[config.mk]
export PLATFORM = sky130hd
export DESIGN_NAME = ifu_prefetch
export DESIGN_NICKNAME = d
export VERILOG_FILES = /design/src/rtl/ifu_pkg.sv /design/src/rtl/fetch_fifo.sv /design/src/rtl/ifu_prefetch.sv
export SDC_FILE = /design/constraint.sdc
export NUM_CORES = 1
export LEC_CHECK = 0
export CAP_MARGIN = 20
export CORE_MARGIN = 1.5
export CORE_UTILIZATION = 57
export DETAILED_ROUTE_END_ITERATION = 10
export PLACE_DENSITY = 0.86
export SLEW_MARGIN = 30
export SYNTH_ARGS = -nofsm -noshare
export SYNTH_HDL_FRONTEND = slang
export SYNTH_SLANG_ARGS = --single-unit
[constraint.sdc]
create_clock -name clk_i -period 5.3 [get_ports clk_i]
set_clock_uncertainty 0.05 [all_clocks]
set_input_delay 1.06 -clock clk_i [delete_from_list [all_inputs] [get_ports clk_i]]
set_output_delay 1.06 -clock clk_i [all_outputs]
set_load 0.02 [all_outputs]
[src/rtl/ifu_pkg.sv]
// Shared types and constants for the instruction fetch unit.
// The prefetch top and its buffer both import this package.
package ifu_pkg;

    localparam int XLEN_DEFAULT = 32;
    localparam int ILEN = 32;
    localparam logic [ILEN-1:0] INSTR_NOP = 32'h0000_0013;

    typedef logic [XLEN_DEFAULT-1:0] pc_t;

    localparam pc_t DEFAULT_RESET_PC = '0;

endpackage

[src/rtl/fetch_fifo.sv]
// Synchronous FIFO holding fetched instruction words in arrival order.
// Flush empties it in one cycle; the storage itself is never cleared.
module fetch_fifo #(
    parameter int WIDTH = 32,
    parameter int DEPTH = 4,
    localparam int AW = $clog2(DEPTH),
    localparam int CW = AW + 1
) (
    input  logic             clk,
    input  logic             reset,
    input  logic             push,
    input  logic             pop,
    input  logic             flush,
    input  logic [WIDTH-1:0] wdata,
    output logic [WIDTH-1:0] rdata,
    output logic             full,
    output logic             empty,
    output logic [CW-1:0]    count
);

    logic [WIDTH-1:0] mem [DEPTH];
    logic [AW-1:0]    wr_ptr;
    logic [AW-1:0]    rd_ptr;
    logic             do_push;
    logic             do_pop;

    assign full    = (count == CW'(DEPTH));
    assign empty   = (count == '0);
    assign do_push = push & ~full;
    assign do_pop  = pop & ~empty;
    assign rdata   = mem[rd_ptr];

    always_ff @(posedge clk) begin
        if (reset || flush) begin
            wr_ptr <= '0;
            rd_ptr <= '0;
            count  <= '0;
        end else begin
            if (do_push) begin
                wr_ptr <= wr_ptr + 1'b1;
            end
            if (do_pop) begin
                rd_ptr <= rd_ptr + 1'b1;
            end
            unique case ({do_push, do_pop})
                2'b10:   count <= count + 1'b1;
                2'b01:   count <= count - 1'b1;
                default: count <= count;
            endcase
        end
    end

    // Data array has no reset; pointers alone define what is valid.
    always_ff @(posedge clk) begin
        if (do_push && !flush && !reset) begin
            mem[wr_ptr] <= wdata;
        end
    end

endmodule

[src/rtl/ifu_prefetch.sv]
// Fetch unit: credit-limited word fetches into an in-order prefetch buffer,
// with redirect that flushes the buffer and squashes in-flight responses.
module ifu_prefetch
    import ifu_pkg::*;
#(
    parameter int              XLEN     = XLEN_DEFAULT,
    parameter int              DEPTH    = 4,
    parameter logic [XLEN-1:0] RESET_PC = DEFAULT_RESET_PC
) (
    input  logic            clk_i,
    input  logic            reset_i,
    input  logic            redirect_i,
    input  logic [XLEN-1:0] redirect_pc_i,
    output logic            imem_req_o,
    output logic [XLEN-1:0] imem_addr_o,
    input  logic            imem_gnt_i,
    input  logic            imem_rvalid_i,
    input  logic [31:0]     imem_rdata_i,
    output logic            instr_valid_o,
    output logic [31:0]     instr_o,
    output logic [XLEN-1:0] pc_o,
    input  logic            instr_ready_i
);

    localparam int CW = $clog2(DEPTH) + 1;

    logic [XLEN-1:0] fetch_pc;
    logic [XLEN-1:0] out_pc;
    logic [XLEN-1:0] target_pc;
    logic [CW-1:0]   inflight;
    logic [CW-1:0]   squash;
    logic [CW-1:0]   count;
    logic [CW:0]     used;
    logic [ILEN-1:0] head;
    logic            full;
    logic            empty;
    logic            issue;
    logic            drop;
    logic            push;
    logic            pop;
    logic            unused_pc_bits;

    assign unused_pc_bits = ^redirect_pc_i[1:0];
    assign target_pc = {redirect_pc_i[XLEN-1:2], 2'b00};

    // Every outstanding fetch owns a buffer slot, so a response can always land.
    assign used = {1'b0, inflight} + {1'b0, count};
    assign imem_req_o = ~reset_i & ~redirect_i
                      & (used < (CW+1)'(DEPTH));
    assign imem_addr_o = fetch_pc;
    assign issue = imem_req_o & imem_gnt_i;

    assign drop = imem_rvalid_i & (redirect_i | (squash != '0));
    assign push = imem_rvalid_i & ~drop;
    assign pop  = ~empty & instr_ready_i & ~redirect_i;

    assign instr_valid_o = ~empty;
    assign instr_o = empty ? '0 : head;
    assign pc_o = out_pc;

    fetch_fifo #(
        .WIDTH (ILEN),
        .DEPTH (DEPTH)
    ) u_fifo (
        .clk   (clk_i),
        .reset (reset_i),
        .push  (push),
        .pop   (pop),
        .flush (redirect_i),
        .wdata (imem_rdata_i),
        .rdata (head),
        .full  (full),
        .empty (empty),
        .count (count)
    );

    always_ff @(posedge clk_i) begin
        if (reset_i) begin
            fetch_pc <= RESET_PC;
            out_pc   <= RESET_PC;
            inflight <= '0;
            squash   <= '0;
        end else begin
            inflight <= inflight + CW'(issue) - CW'(imem_rvalid_i);
            if (redirect_i) begin
                fetch_pc <= target_pc;
                out_pc   <= target_pc;
                // No issue happens this cycle, so whatever stays outstanding is stale.
                squash   <= inflight - CW'(imem_rvalid_i);
            end else begin
                if (issue) begin
                    fetch_pc <= fetch_pc + XLEN'(4);
                end
                if (pop) begin
                    out_pc <= out_pc + XLEN'(4);
                end
                if (imem_rvalid_i && (squash != '0)) begin
                    squash <= squash - 1'b1;
                end
            end
        end
    end

    always_ff @(posedge clk_i) begin
        if (!reset_i) begin
            assert (!(push && full))
                else $error("push into full prefetch buffer");
            assert (!(imem_rvalid_i && (inflight == '0)))
                else $error("response with no fetch in flight");
            assert (used <= (CW+1)'(DEPTH))
                else $error("credit invariant broken");
        end
    end

endmodule

Word level (Yosys, flattened, before mapping):

Memories as Yosys holds them, arrays and structs flattened. A register that Yosys moved wholly into a read port is not among the register bits.
Index checks and enable logic that the tools add are counted.

* add/sub/neg operators: 11
* order comparisons: 1
* equal/unequal tests: 3
* bitwise logic cells: 15
* mux-type cells: 12
* reduce and logical (&&, ||, !) cells: 13

Operators by type and width (count)
* $mux W32: 5
* $add A32 B3 Y32 const B: 2
* $and A1 B1 Y1: 9
* $reduce_bool A2 Y1: 4
* $mux W3: 2
* $pmux W3 S2: 1
* $sub A3 B1 Y3: 2
* $sub A3 B1 Y3 const B: 2
* $not A1 Y1: 5
* $add A2 B1 Y2 const B: 2
* $add A3 B3 Y4: 1
* $lt A4 B3 Y1 const B: 1
* $mux W2: 2
* $add A3 B1 Y3: 1
* $add A3 B1 Y3 const B: 1
* $eq A3 B3 Y1 const B: 1
* $logic_and A1 B1 Y1: 3
* $logic_not A3 Y1: 1
* $reduce_bool A3 Y1: 1
* $eq A2 B1 Y1 const B: 1
* $eq A2 B2 Y1 const B: 1
* $logic_not A1 Y1: 2
* $mux W1: 2
* $reduce_or A2 Y1: 1
* other kinds (2): 2

* memories: 1
* word-level logic and storage cells: 65
* input bits: 70
* output and inout bits: 98
* memory bits (writable): 128
* register bits: 77

Memories
* u_fifo.mem: depth 4, bits a word 32, rd ports 1, clocked after memory_dff 1, wr ports 1, RTL line fetch_fifo.sv:21 `logic [WIDTH-1:0] mem [DEPTH];`

Depth between registers and ports, before layout:

Gate-level depths: netlist of the first run.

* depth after elaboration: 10
* depth in mapped cells: 13
* mapped depth without buffers: 12

By module:

Synthesis of the first run repeated with hierarchy kept, for this count alone.

* cells, all modules: 709
* area, all modules: 9057.4 um^2

By module, submodules not included
* fetch_fifo: area an instance 5088.6 um^2, cells each 222, times used 1
* ifu_prefetch: area an instance 3968.8 um^2, cells each 487, times used 1

Worst setup path after synthesis of the first run:

No wires, ideal clock.

* kind: input -> register
* start point: input redirect_i
* end point: register inflight[2]
* data required time: 5.122 ns
* path slack: 1.928 ns
* arrival: 3.195 ns
* stages: 13
* path through: or2_2 -> clkbuf_1 -> nor3_4 -> inv_2 -> buf_2 -> ha_1 -> inv_1 -> ha_1 -> inv_1 -> fa_1 -> xnor2_1 -> xnor2_1 -> nor2_1

* longest elaborated chain between the ends: 6

Ends and longest elaborated chain
* start: declaration: RTL line ifu_prefetch.sv:12 `input logic redirect_i,`
* $not A1 Y1: RTL line ifu_prefetch.sv:48 `assign imem_req_o = ~reset_i & ~redirect_i`
* $and A1 B1 Y1: RTL line ifu_prefetch.sv:48
* $and A1 B1 Y1: RTL line ifu_prefetch.sv:49 `& (used < (CW+1)'(DEPTH));`
* $and A1 B1 Y1: RTL line ifu_prefetch.sv:51 `assign issue = imem_req_o & imem_gnt_i;`
* $add A3 B1 Y3: RTL line ifu_prefetch.sv:84 `inflight <= inflight + CW'(issue) - CW'(imem_rvalid_i);`
* $sub A3 B1 Y3: RTL line ifu_prefetch.sv:84
* end signal: assignment: RTL line ifu_prefetch.sv:84
* end: declaration: RTL line ifu_prefetch.sv:30 `logic [CW-1:0] inflight;`

Every way passes these cells.
A chain may end at the register's enable or synchronous reset.

==> run_results.csv, run 1 <==
group,metric,value,unit
run_status,outcome,"finished clean",
synth,synth_edf_count,128,
worst_setup_path,r2r_start,"u_fifo.count[2]$_SDFFE_PP0P_",
place,io_buffers,161,
worst_setup_path,path_buf_inv,2,
routing,routed-via-count,6727,
synth,yosysWarningCount,0,
clocking,clk_latency,500,ps
timing,rsz0062_at_grt,"no",
global_route,top_usage_layer,"met2",
timing,fmaxAchievable,0.243,GHz
global_route,grt_pass1_wl,36.2,mm
worst_setup_path,crit_slowest_cell,"dfxtp_2",
final_layout,drive_gt1_share,10.6,%
global_route,grt_max_degree,59,
synth,async_flop_share,0,%
die,design.core.area,15400,µm²
worst_setup_path,crit_path_start_kind,"flip-flop",
synth,ys_seq_area_share,58.8,%
synth,netlist_area,9100,µm²
timing,final.setup.worst_slack,1190,ps
timing,period_share,77.6,%
worst_setup_path,critical-path-top-delay-family,"buffers and inverters",
global_route,gr-usage-met1,36.9,%
place,dp_hpwl,15.6,mm
timing,worst_slew_pin_slew,813,ps
clocking,cts.sinks,203,
synth,ys_seq_elements,203,
timing,setup_viol,0,
timing,period_needed,4110,ps
final_layout,mostFrequentLayoutCell,"clkdlybuf4s50_1",
final_layout,layout.nets,968,
timing,slew_violations,0,
global_route,grtUsageMet2,47.8,%
clocking,clk_pin_slew_worst_paths,60,ps
power,vdd_drop_max,286,µV
die,initial_core_util,59.2,%
global_route,gr-usage-all-layers,28.2,%
worst_setup_path,crit_arrival,3000,ps
synth,synth_cell_types,59,
synth,synthFlopType,"edfxtp_1",
die,dieArea,16700,µm²
synth,syn_inst,720,
timing,setup_tns,0,ps
clocking,ctsHoldBuffers,0,
worst_setup_path,critPathMaxStageDelay,860,ps
clocking,cts_max_level,1,
timing,relSlewSlack,45.8,%
hold_path,hold_path_class,"reg2reg",
clocking,root_buffer,"clkbuf_16",
die,die_height,129,µm
worst_setup_path,critical_path_class,"reg2out",
place,dp_slack,1220,ps
place,gp_congestion,0.928,
timing,finalHoldViolations,0,
worst_setup_path,crit_path_cell_trace,"buf_4 -> mux4_2 -> and2_1 -> clkdlybuf4s50_1",
global_route,grt.overflow.total,0,
power,p_leak,3.93,nW
clocking,post_cts_resized,0,
power,p_per_area,333,nW/µm²
worst_setup_path,cp.required,4190,ps
die,die_x,129,µm
routing,drtPass1Iterations,6,
die,boundaryPins,168,
routing,remaining_drc_errors,0,
routing,wl_per_cell,21.0,µm
hold_path,hold_start,"imem_addr_o[18]$_SDFFE_PP0P_",
routing,viasPerCell,6.08,
routing,routed_wl,23.3,mm
worst_setup_path,crit_fanout,22,
final_layout,layout_common_cells,"clkdlybuf4s50_1, edfxtp_1, dfxtp_1, nor2_1, nand2_1",
global_route,antenna_found_initial,0,
global_route,use_met3,5.33,%
worst_setup_path,cp-end-kind,"output pin",
final_layout,syn_to_final_growth,28.4,%
clocking,cts_setup_buffers,0,
die,std_cell_rows,45,
clocking,clk_path_buf_depth,3,
global_route,grt_pass1_vias,6828,
synth,syn_area_per_cell,12.6,µm²
routing,initialDrtViolationCount,646,
clocking,cts_tree,"built",
routing,ant_nets,0,
run,maxCapViolations,0,
final_layout,diodes,0,
clocking,numCtsBuffers,21,
==> report_power, final <==
group | switching, mW | internal (mW)
sequential | 0.0638 | 1.73
combinational | 0.232 | 0.207
clock | 0.612 | 1.04
total | 0.907 | 2.98
==> stage by stage <==
stage	power [mW]	utilization, %	cell area (µm²)	hold WS, ps	instances
2_1_floorplan	2.05	-	9110	435	723
3_5_place_dp	2.26	70.9	10900	484	1069
4_1_cts	3.90	76.0	11700	506	1107
5_1_grt	4.00	76.0	11700	541	1107
3_3_place_gp	2.24	70.9	10900	455	1069
6_report	3.89	76.0	11700	509	1107
==> cells by family (layout without fill, tap and decap cells) <==
logic type | Yosys count | count (layout) | share of synthesized area [%]
other | 1 | 4 | 0.0412
flip-flops | 203 | 203 | 58.8
XOR/XNOR | 49 | 49 | 4.72
AND/OR/NAND/NOR | 240 | 240 | 14.6
buffers and inverters | 63 | 236 | 2.85
adder cells (fa/ha/maj) | 17 | 17 | 2.50
multiplexers | 36 | 36 | 8.38
AO/OA/AOI/OAI | 111 | 111 | 8.20
==> synth_stat cells (all sizes together) (10+ instances only) <==
| library cell | count | area share [%] |
|---|---|---|
| inv | 26 | 1.1 |
| nand3 | 27 | 1.6 |
| or3 | 12 | 0.83 |
| xnor2 | 20 | 1.9 |
| and3 | 14 | 0.96 |
| nor2 | 50 | 2.1 |
| xor2 | 29 | 2.8 |
| clkbuf | 23 | 0.95 |
| a211oi | 13 | 1.1 |
| a21oi | 31 | 1.7 |
| a21boi | 14 | 1.2 |
| nand2 | 41 | 1.7 |
| a31oi | 10 | 0.69 |
| nand4 | 25 | 1.9 |
| edfxtp | 128 | 42 |
| dfxtp | 75 | 17 |
| ha | 15 | 2.1 |
| buf | 14 | 0.83 |
| mux4 | 32 | 7.9 |
| and2 | 38 | 2.6 |
| o21ai | 11 | 0.61 |
==> flip-flops by register name (all words and copies together) (netlist names), named ones only <==
name	count
inflight	3
pc_o	30
squash	3
u_fifo.wr_ptr	2
u_fifo.rd_ptr	2
u_fifo.count	3
imem_addr_o	30
u_fifo.mem	128
==> worst register-to-register path, cell delays in order (launching register included) <==
cell and delay, ps:
dfxtp_1 450, ha_1 310, or4b_4 510, nor3_4 110
buf_4 240, inv_2 200, ha_1 320, inv_1 50
ha_1 130, inv_1 50, fa_1 370, xnor2_1 170
xnor2_1 140, nor2_1 50
==> final timing paths <==
kind                                        to  cells past startpoint  slack [ps]
hold reg to reg   imem_addr_o[18]$_SDFFE_PP0P_                      2         510
setup reg to reg        inflight[2]$_SDFF_PP0_                     13        2000
setup / recovery                   instr_o[24]                      4        1190
hold / removal    imem_addr_o[18]$_SDFFE_PP0P_                      2         510
==> area by class of cell <==
type	instances	area, µm²
clock buffer	26	554
clock inverter	12	220
fill	926	3690
inverter	26	97.6
multi-input combinational	457	3510
sequential	203	5350
tap	211	264
timing repair buffer	172	1690
==> metal layers <==
layer  vias to the layer above  wire [µm]  part of all wire [%]
met5                         -          0                     0
met4                         0        592                   2.5
met3                        52       1930                   8.3
met2                       350      11500                    49
met1                      3299       9280                    40
li1                       3026          -                     -
Power figures use the tool's default switching activity.
==> run 2: changes to the inputs <==
--- a/config.mk
+++ b/config.mk
@@ -7,9 +7,9 @@
 export LEC_CHECK = 0
 export CAP_MARGIN = 20
 export CORE_MARGIN = 1.5
-export CORE_UTILIZATION = 57
+export CORE_UTILIZATION = 53
 export DETAILED_ROUTE_END_ITERATION = 10
-export PLACE_DENSITY = 0.86
+export PLACE_DENSITY = 0.81
 export SLEW_MARGIN = 30
 export SYNTH_ARGS = -nofsm -noshare
 export SYNTH_HDL_FRONTEND = slang
==> constraint.sdc (replaced) <==
create_clock -name clk_i -period 3.9 [get_ports clk_i]
set_clock_uncertainty 0.05 [all_clocks]
set_input_delay 0.78 -clock clk_i [delete_from_list [all_inputs] [get_ports clk_i]]
set_output_delay 0.78 -clock clk_i [all_outputs]
set_load 0.02 [all_outputs]
==> run_results.csv, run 2 (synthesis gave the netlist of run 1 again) <==
group,metric,value,unit
clocking,cts_tree,"built",
power,vdd_drop_max,293,µV
worst_setup_path,crit_arrival,2570,ps
routing,remaining_drc_errors,0,
hold_path,min_path_cells,2,
routing,wl_per_cell,19.2,µm
global_route,grt_pass1_vias,6412,
die,dieArea,18000,µm²
die,die_height,134,µm
final_layout,diodes,0,
global_route,antenna_found_initial,0,
timing,whs,498,ps
timing,setup_tns,0,ps
final_layout,largest_register_ffs,128,
die,design.core.area,16700,µm²
run,maxCapViolations,0,
worst_setup_path,critPathMaxStageDelay,660,ps
timing,finalHoldViolations,0,
final_layout,fillers,1178,
power,p_leak,3.91,nW
global_route,grt.overflow.total,0,
die,boundaryPins,168,
run_status,outcome,"finished clean",
final_layout,mostFrequentLayoutCell,"clkdlybuf4s50_1",
worst_setup_path,crit_slowest_cell,"clkdlybuf4s50_1",
worst_setup_path,cp.required,3070,ps
worst_setup_path,crit_fanout,14,
die,die_x,134,µm
worst_setup_path,worst-r2r-cell-count,12,
timing,fmaxAchievable,0.295,GHz
timing,period_needed,3400,ps
timing,period_share,87.1,%
worst_setup_path,crit_path_start_kind,"input port",
worst_setup_path,crit_path_cell_trace,"clkdlybuf4s50_1 -> or2_2 -> nor3_1 -> clkdlybuf4s50_1",
routing,initialDrtViolationCount,505,
clocking,post_cts_resized,0,
worst_setup_path,critical_path_class,"in2out",
clocking,root_buffer,"clkbuf_16",
clocking,clk_pin_slew_worst_paths,60,ps
routing,viasPerCell,5.81,
die,std_cell_rows,47,
routing,routed_wl,21.5,mm
die,initial_core_util,54.5,%
worst_setup_path,cp-end-kind,"output pin",
clocking,cts_setup_buffers,0,
place,gp_congestion,0.938,
final_layout,layout.nets,971,
place,dp_cells,1080,
place,io_buffers,161,
timing,relSlewSlack,49.9,%
final_layout,drive_gt1_share,10.5,%
clocking,cts.sinks,203,
clocking,cts_max_level,1,
final_layout,final_util,69.8,%
clocking,ctsHoldBuffers,0,
worst_setup_path,crit_top_cell,"clkdlybuf4s50_1",
final_layout,top_register,"u_fifo.mem",
timing,rsz0062_at_grt,"no",
final_layout,instances_no_fill,1119,
clocking,clk_path_buf_depth,3,
clocking,numCtsBuffers,22,
final_layout,syn_to_final_growth,28.2,%
global_route,grt_pass1_wl,33.9,mm
routing,ant_nets,0,
power,p_per_area,436,nW/µm²
routing,drtPass1Iterations,5,
global_route,grt_max_degree,59,
timing,setup_viol,0,
final_layout,layout_common_cells,"clkdlybuf4s50_1, edfxtp_1, dfxtp_1, nor2_1, nand2_1",
timing,slew_violations,0,
global_route,gr-usage-all-layers,23.9,%
routing,routed-via-count,6500,
place,dp_hpwl,14.0,mm
timing,worst_slew_pin_slew,747,ps
clocking,clk_latency,490,ps
hold_path,hold_path_class,"reg2reg",
-- run 2: changes by cell type in the layout (fill, tap and decap cells not counted), sizes merged --
| cell | change |
|---|---|
| buf | +2 |
| bufinv | -3 |
| clkbuf | -1 |
| clkinv | +5 |
| clkinvlp | +2 |
| inv | -2 |
-- run 2: final cells by class --
type	instances	area [µm²]	share of cell area [%]
Multi-Input combinational cell	457	3500	30.0
Inverter	26	97.6	0.837
Timing Repair Buffer	174	1720	14.7
Clock inverter	14	141	1.21
Sequential cell	203	5350	45.8
Clock buffer	25	583	5.00
Tap cell	220	275	2.36
-- run 2: metal layers --
layer	wire, µm	part of all wire (%)	up-vias	track usage, %
met3	1610	7.5	38	4.38
met4	341	1.6	0	4.60
met2	10500	49	296	40.5
li1	-	-	3028	-
met1	8970	42	3138	32.6
met5	0	0	-	0
-- run 2: power breakdown --
part	leakage, nW	internal (mW)	switching (mW)
logic	1.79	0.282	0.301
clock network	0.348	1.26	0.800
registers	1.77	2.36	0.0847
-- run 2: worst paths after layout --
kind                              endpoint  slack, ps                     startpoint
min reg2reg  u_fifo.rd_ptr[1]$_SDFFE_PP0P_        500  u_fifo.rd_ptr[1]$_SDFFE_PP0P_
max                             imem_req_o        500                     redirect_i
max reg2reg         inflight[2]$_SDFF_PP0_        960   u_fifo.count[2]$_SDFFE_PP0P_
min          u_fifo.rd_ptr[1]$_SDFFE_PP0P_        500  u_fifo.rd_ptr[1]$_SDFFE_PP0P_
-- run 2: worst max-delay path: cells and delay by family --
family,cells,cell delay [ps]
and+or+nand+nor,2,710
buffers and inverters,2,1080
-- run 2: metrics by stage --
stage	instance area [µm²]	setup slack, ps	total power [mW]
after floorplan	9110	808	2.79
after global routing	11700	399	5.26
after CTS	11700	507	5.12
final	11700	505	5.09
after detailed placement	10900	463	3.06
after global placement	10900	535	3.05
==> run 3: changes to the inputs <==
--- a/config.mk
+++ b/config.mk
@@ -5,7 +5,6 @@
 export SDC_FILE = /design/constraint.sdc
 export NUM_CORES = 1
 export LEC_CHECK = 0
-export CAP_MARGIN = 20
 export CORE_MARGIN = 1.5
 export CORE_UTILIZATION = 53
 export DETAILED_ROUTE_END_ITERATION = 10
==> results of run 3 <==
Same layout as run 2: the final DEF is identical, and so are final timing and power.
